[src/rtl/wav_prefetch.sv]
// Byte prefetch buffer: walks a DDRAM byte range with one read in flight and feeds a FWFT FIFO.
// Optional underrun counter port enabled by defining WAV_PREFETCH_UNDERRUN_EN.
module wav_prefetch #(
  parameter int unsigned ADDR_W     = 28,
  parameter int unsigned DEPTH_LOG2 = 4
) (
  input  logic                  clk,
  input  logic                  reset,
  input  logic                  start,
  input  logic                  stop,
  input  logic [ADDR_W-1:0]     start_addr,
  input  logic [ADDR_W-1:0]     end_addr,
  input  logic                  loop,
  input  logic                  hold,
  output logic [ADDR_W-1:0]     mem_addr,
  output logic                  mem_rd,
  input  logic                  mem_ready,
  input  logic [7:0]            mem_data,
  input  logic                  snd_req,
  output logic [7:0]            snd_data,
  output logic                  snd_valid,
  output logic                  active,
  output logic                  done,
  output logic [DEPTH_LOG2:0]   level
`ifdef WAV_PREFETCH_UNDERRUN_EN
  ,
  output logic [7:0]            underrun_cnt
`endif
);

  localparam int unsigned Depth = 2 ** DEPTH_LOG2;

  typedef enum logic [1:0] {StIdle, StIssue, StSettle, StWait} state_e;

  state_e                state_q, state_d;
  logic [ADDR_W-1:0]     fetch_ptr_q, fetch_ptr_d;
  logic [ADDR_W-1:0]     range_start_q, range_start_d;
  logic [ADDR_W-1:0]     range_end_q, range_end_d;
  logic [ADDR_W-1:0]     mem_addr_q, mem_addr_d;
  logic                  loop_q, loop_d;
  logic                  active_q, active_d;
  logic                  finished_q, finished_d;
  logic                  discard_q, discard_d;
  logic                  done_q, done_d;
  logic [DEPTH_LOG2-1:0] wr_ptr_q, wr_ptr_d;
  logic [DEPTH_LOG2-1:0] rd_ptr_q, rd_ptr_d;
  logic [DEPTH_LOG2:0]   count_q, count_d;
  logic [7:0]            fifo_q [Depth];

  logic in_flight, complete, do_push, do_pop, can_issue;

  assign in_flight = (state_q != StIdle);
  assign complete  = (state_q == StWait) & mem_ready;
  // A start or stop in the completion cycle flushes, so the returning byte is dropped too.
  assign do_push   = complete & ~discard_q & ~start & ~stop;
  assign do_pop    = snd_req & (count_q != '0) & ~start & ~stop;
  // Nothing is in flight in StIdle, so the space check reduces to "FIFO not full".
  assign can_issue = active_q & ~finished_q & ~hold & ~count_q[DEPTH_LOG2] & ~start & ~stop;

  always_ff @(posedge clk) begin
    if (reset) begin
      state_q       <= StIdle;
      fetch_ptr_q   <= '0;
      range_start_q <= '0;
      range_end_q   <= '0;
      mem_addr_q    <= '0;
      loop_q        <= 1'b0;
      active_q      <= 1'b0;
      finished_q    <= 1'b0;
      discard_q     <= 1'b0;
      done_q        <= 1'b0;
      wr_ptr_q      <= '0;
      rd_ptr_q      <= '0;
      count_q       <= '0;
      for (int i = 0; i < Depth; i++) fifo_q[i] <= 8'h00;
    end else begin
      state_q       <= state_d;
      fetch_ptr_q   <= fetch_ptr_d;
      range_start_q <= range_start_d;
      range_end_q   <= range_end_d;
      mem_addr_q    <= mem_addr_d;
      loop_q        <= loop_d;
      active_q      <= active_d;
      finished_q    <= finished_d;
      discard_q     <= discard_d;
      done_q        <= done_d;
      wr_ptr_q      <= wr_ptr_d;
      rd_ptr_q      <= rd_ptr_d;
      count_q       <= count_d;
      if (do_push) fifo_q[wr_ptr_q] <= mem_data;
    end
  end

  always_comb begin
    state_d = state_q;
    unique case (state_q)
      StIdle:   if (can_issue) state_d = StIssue;
      StIssue:  state_d = StSettle;
      StSettle: state_d = StWait;
      StWait:   if (mem_ready) state_d = StIdle;
      default:  state_d = StIdle;
    endcase
  end

  always_comb begin
    fetch_ptr_d   = fetch_ptr_q;
    range_start_d = range_start_q;
    range_end_d   = range_end_q;
    mem_addr_d    = mem_addr_q;
    loop_d        = loop_q;
    active_d      = active_q;
    finished_d    = finished_q;
    discard_d     = discard_q;
    done_d        = 1'b0;
    wr_ptr_d      = wr_ptr_q;
    rd_ptr_d      = rd_ptr_q;
    count_d       = count_q;

    if (do_push) wr_ptr_d = wr_ptr_q + 1'b1;
    if (do_pop)  rd_ptr_d = rd_ptr_q + 1'b1;
    if (do_push && !do_pop)      count_d = count_q + 1'b1;
    else if (do_pop && !do_push) count_d = count_q - 1'b1;

    if ((state_q == StIdle) && can_issue) mem_addr_d = fetch_ptr_q;

    if (complete) begin
      discard_d = 1'b0;
      // Discarded bytes belong to an old range; the pointer already holds the new start.
      if (do_push) begin
        if (fetch_ptr_q == range_end_q) begin
          if (loop_q) fetch_ptr_d = range_start_q;
          else        finished_d  = 1'b1;
        end else begin
          fetch_ptr_d = fetch_ptr_q + ADDR_W'(1);
        end
      end
    end

    if (active_q && finished_q && (count_d == '0)) begin
      active_d = 1'b0;
      done_d   = 1'b1;
    end

    if (stop || start) begin
      rd_ptr_d  = wr_ptr_q;
      count_d   = '0;
      discard_d = in_flight & ~complete;
      done_d    = 1'b0;
      active_d  = 1'b0;
    end

    if (start && !stop) begin
      range_start_d = start_addr;
      range_end_d   = end_addr;
      loop_d        = loop;
      fetch_ptr_d   = start_addr;
      finished_d    = 1'b0;
      if (end_addr < start_addr) done_d   = 1'b1;
      else                       active_d = 1'b1;
    end
  end

  always_comb begin
    mem_rd = (state_q == StIssue);
  end

  assign mem_addr  = mem_addr_q;
  assign snd_data  = fifo_q[rd_ptr_q];
  assign snd_valid = (count_q != '0);
  assign active    = active_q;
  assign done      = done_q;
  assign level     = count_q;

`ifdef WAV_PREFETCH_UNDERRUN_EN
  logic [7:0] underrun_q, underrun_d;

  always_comb begin
    underrun_d = underrun_q;
    if (start) begin
      underrun_d = 8'h00;
    end else if (snd_req && (count_q == '0) && active_q && (underrun_q != 8'hFF)) begin
      underrun_d = underrun_q + 8'd1;
    end
  end

  always_ff @(posedge clk) begin
    if (reset) underrun_q <= 8'h00;
    else       underrun_q <= underrun_d;
  end

  assign underrun_cnt = underrun_q;
`endif

endmodule

[config.mk]
export PLATFORM = sky130hd
export DESIGN_NAME = wav_prefetch
export DESIGN_NICKNAME = d
export VERILOG_FILES = /design/src/rtl/wav_prefetch.sv
export SDC_FILE = /design/constraint.sdc
export NUM_CORES = 1
export LEC_CHECK = 0
export BUFFER_PORTS_ARGS = -buffer_cell sky130_fd_sc_hd__buf_4
export CELL_PAD_IN_SITES_DETAIL_PLACEMENT = 1
export CELL_PAD_IN_SITES_GLOBAL_PLACEMENT = 1
export CORE_UTILIZATION = 35
export DETAILED_ROUTE_END_ITERATION = 10
export PLACE_DENSITY_LB_ADDON = 0.1
export SLEW_MARGIN = 20
export SYNTH_ARGS = -nofsm -noshare
export SYNTH_HDL_FRONTEND = slang
export SYNTH_SLANG_ARGS = --single-unit
export TNS_END_PERCENT = 5
[constraint.sdc]
create_clock -name clk -period 2.9 [get_ports clk]
set_input_delay 0.145 -clock clk [delete_from_list [all_inputs] [get_ports clk]]
set_output_delay 0.145 -clock clk [all_outputs]
set_load 0.03 [all_outputs]
==> impl_metrics.yaml <==
run:
  drv_cap: 0
clock_tree:
  cts_tree: "done"
  root_buffer: "clkbuf_16"
  h-tree-depth: 1
  clk_pin_slew_ns: 0.06
  clockBufferDepth: 3
  clock_latency_ns: 0.56
  cts.sinks: 264
  cts_buffers: 30
worst_setup_path:
  reg2reg_from: "level[0]"
  cp.depth: 4
  critical_path.endpoint: "snd_data[5]"
  reg2regPathDepth: 9
  critPathTopFamily: "multiplexers"
  worst_setup_path_start_kind: "flip-flop"
  crit_chain: "buf_4, mux4_2, mux4_2, buf_4"
  critPathMaxStageDelay_ns: 0.57
  worst_ep_arrival_time_ns: 2.59
  worst_ep_required_time_ns: 2.76
  rr_endpoint: "done"
  crit_buf_inv: 2
  slowest_stage: "mux4_2"
  cp-end-kind: "output port"
  regToRegSetupSlack_ns: 0.22
  critPathKind: "reg2out"
  worstPathMaxFanout: 11
timing:
  fin_skew_ns: 0.0173
  rsz0062_at_grt: "no"
  final_hold_viol_count: 0
  worst_pin_slew_ns: 0.783
  finalMaxSlewViolations: 0
  setup_tns_ns: 0
  worst_slack_ns: 0.168
  finalCritPeriodShare_pct: 94.2
  slew_headroom_pct: 47.8
  finalSetupViolCount: 0
  whs_ns: 0.0122
  max_freq_mhz: 366
  finalCriticalPeriod_ns: 2.73
synth:
  synthCells: 1268
  yosys.area.top_type: "edfxtp_1"
  ys_top_cells_by_area: "edfxtp_1 30%, dfxtp_1 21%, mux4_2 7.0%, nand2_1 6.5%, and2_1 6.3%"
  synthesis.area_um2: 12900
  yosysUniqueCellTypes: 56
  ys_ff_latch: 264
  synth_fp_nets: 1380
  synth_most_common_cell: "nand2_1"
  synth_common_cells: "225 x nand2_1, 136 x dfxtp_1, 130 x and2_1"
  synthArstFlopShare_pct: 0
  postSynthAreaPerCell_um2: 10.2
  ys.flop_type: "dfxtp_1"
  yosys_warnings: 0
  synth_top_area_share_pct: 29.8
  yosysSeqAreaShare_pct: 50.9
  synth_edf_count: 128
floorplanning:
  die_w_um: 194
  initial_core_util_pct: 35.9
  rows: 69
  coreArea_um2: 35900
  die_h_um: 194
  ios: 117
  dieArea_um2: 37700
global_routing:
  grt_pass1_wl_mm: 59.3
  grt_usage_pct: 20.2
  grt_pass1_vias: 10200
  grt_overflow: 0
  grt_max_degree: 72
  antenna_found_initial: 0
routing:
  wl_met2_mm: 18.1
  dr_total_vias: 9890
  wire_per_inst_um: 19.6
  post-route-drc-count: 0
  drtAntennaViolNets: 0
  viasPerCell: 5.13
  wl_met3_mm: 1.25
  drt_wl_total_mm: 37.7
  dr.pass1.iters: 5
  wl_met1_mm: 17.6
  drt_iter0_drc: 450
  dr.max_layer_used: "met4"
layout:
  diodes: 0
  layout.cells.non_filler: 1928
  nNetsFinal: 1555
  syn_to_final_growth_pct: 24.6
  layout-drive-gt1-share_pct: 19.4
  fill_cells: 3966
placed_design:
  place_ws_ns: 0.243
  numPortBuffers: 116
  dp.cells: 1809
  dp_hpwl_mm: 26.3
  gp_congestion: 0.767
power_and_ir_drop:
  switching_power_mw: 2.15
  p_int_mw: 6.76
  peakVddDrop_mv: 0.375
  powerDensity_nw_per_um2: 554
  swShare_pct: 24.1
  seq_power_share_pct: 46.6
  p_leak_nw: 6.23
  p_comb_share_pct: 10.3
  clockPowerShare_pct: 43.0
worst_hold_path:
  hp-class: "in2reg"
  hp-start: "mem_data[6]"
status:
  status: "complete, no violations"
-- what timing repair did --
| item | in CTS | in global routing |
|---|---|---|
| setup buffers | 0 | 0 |
| hold buffers | 63 | 0 |
| hold endpoints to repair | 96 | 0 |
| endpoints found under the setup margin | 5 | 0 |
| resized for setup | 1 | 0 |
-- flip-flops by register name, indices dropped and copies added (netlist names), 2 cells and up, named ones only --
signal         flops
level              5
fetch_ptr_q       28
wr_ptr_q           4
fifo_q           128
mem_addr          28
rd_ptr_q           4
range_start_q     28
range_end_q       28
state_q            2
-- cell type report --
cell class | count | area [µm²] | area share, %
multi-input combinational | 879 | 5860 | 36.4
clock inverter | 16 | 121 | 0.754
timing repair buffer | 231 | 1940 | 12.1
tap | 461 | 577 | 3.59
inverter | 37 | 139 | 0.863
sequential | 264 | 6570 | 40.8
clock buffer | 40 | 881 | 5.48
-- through the flow --
step / utilization (%) / power (mW) / area [µm²]
after floorplan: - / 4.73 / 12900
after global placement: 40.2 / 5.08 / 14500
after detailed placement: 40.2 / 5.10 / 14500
after CTS: 44.8 / 9.03 / 16100
after global routing: 44.8 / 9.25 / 16100
final: 44.8 / 8.91 / 16100
-- kinds of logic after synthesis --
kind of cell    Yosys count  synth area share, %
flops                   264                 50.9
buf+inv                 125                 3.85
simple gates            539                 20.5
mux                      43                 7.22
fa+ha+maj                40                 3.88
xor+xnor                 59                 4.00
compound gates          198                 9.67
-- metal layers --
layer,GRT usage [%],up-vias
met5,0,-
met4,4.70,0
met3,2.19,48
met2,34.4,167
met1,27.4,4876
li1,-,4799
-- worst min-delay path by stage --
stage	end	slack, ns	cells after the start
floorplan	discard_q	0.25	1
finish	fifo_q[0][6]	0.01	2
global route	fifo_q[11][6]	0.02	2
detailed placement	discard_q	0.37	2
CTS	fifo_q[2][6]	0.0006	2
global placement	discard_q	0.36	2
-- placed cells by master, fill, tap and decap left out, types with 40 or more instances in the layout --
master,instances
dfxtp_1,135
nand2_1,225
ha_1,40
edfxtp_1,128
mux4_2,40
buf_4,164
a21oi_1,108
and2_1,130
dlygate4sd3_1,63
xor2_1,41
nor2_1,65
-- power groups by stage --
| stage | Clock [mW] | Combinational (mW) | Sequential [mW] |
|---|---|---|---|
| after floorplan | 0 | 0.536 | 4.19 |
| after global routing | 4.07 | 1.01 | 4.17 |
| after global placement | 0 | 0.851 | 4.23 |
| final | 3.83 | 0.921 | 4.15 |
| after detailed placement | 0 | 0.862 | 4.24 |
| after CTS | 3.94 | 0.934 | 4.16 |
Power figures use the tool's default switching activity.
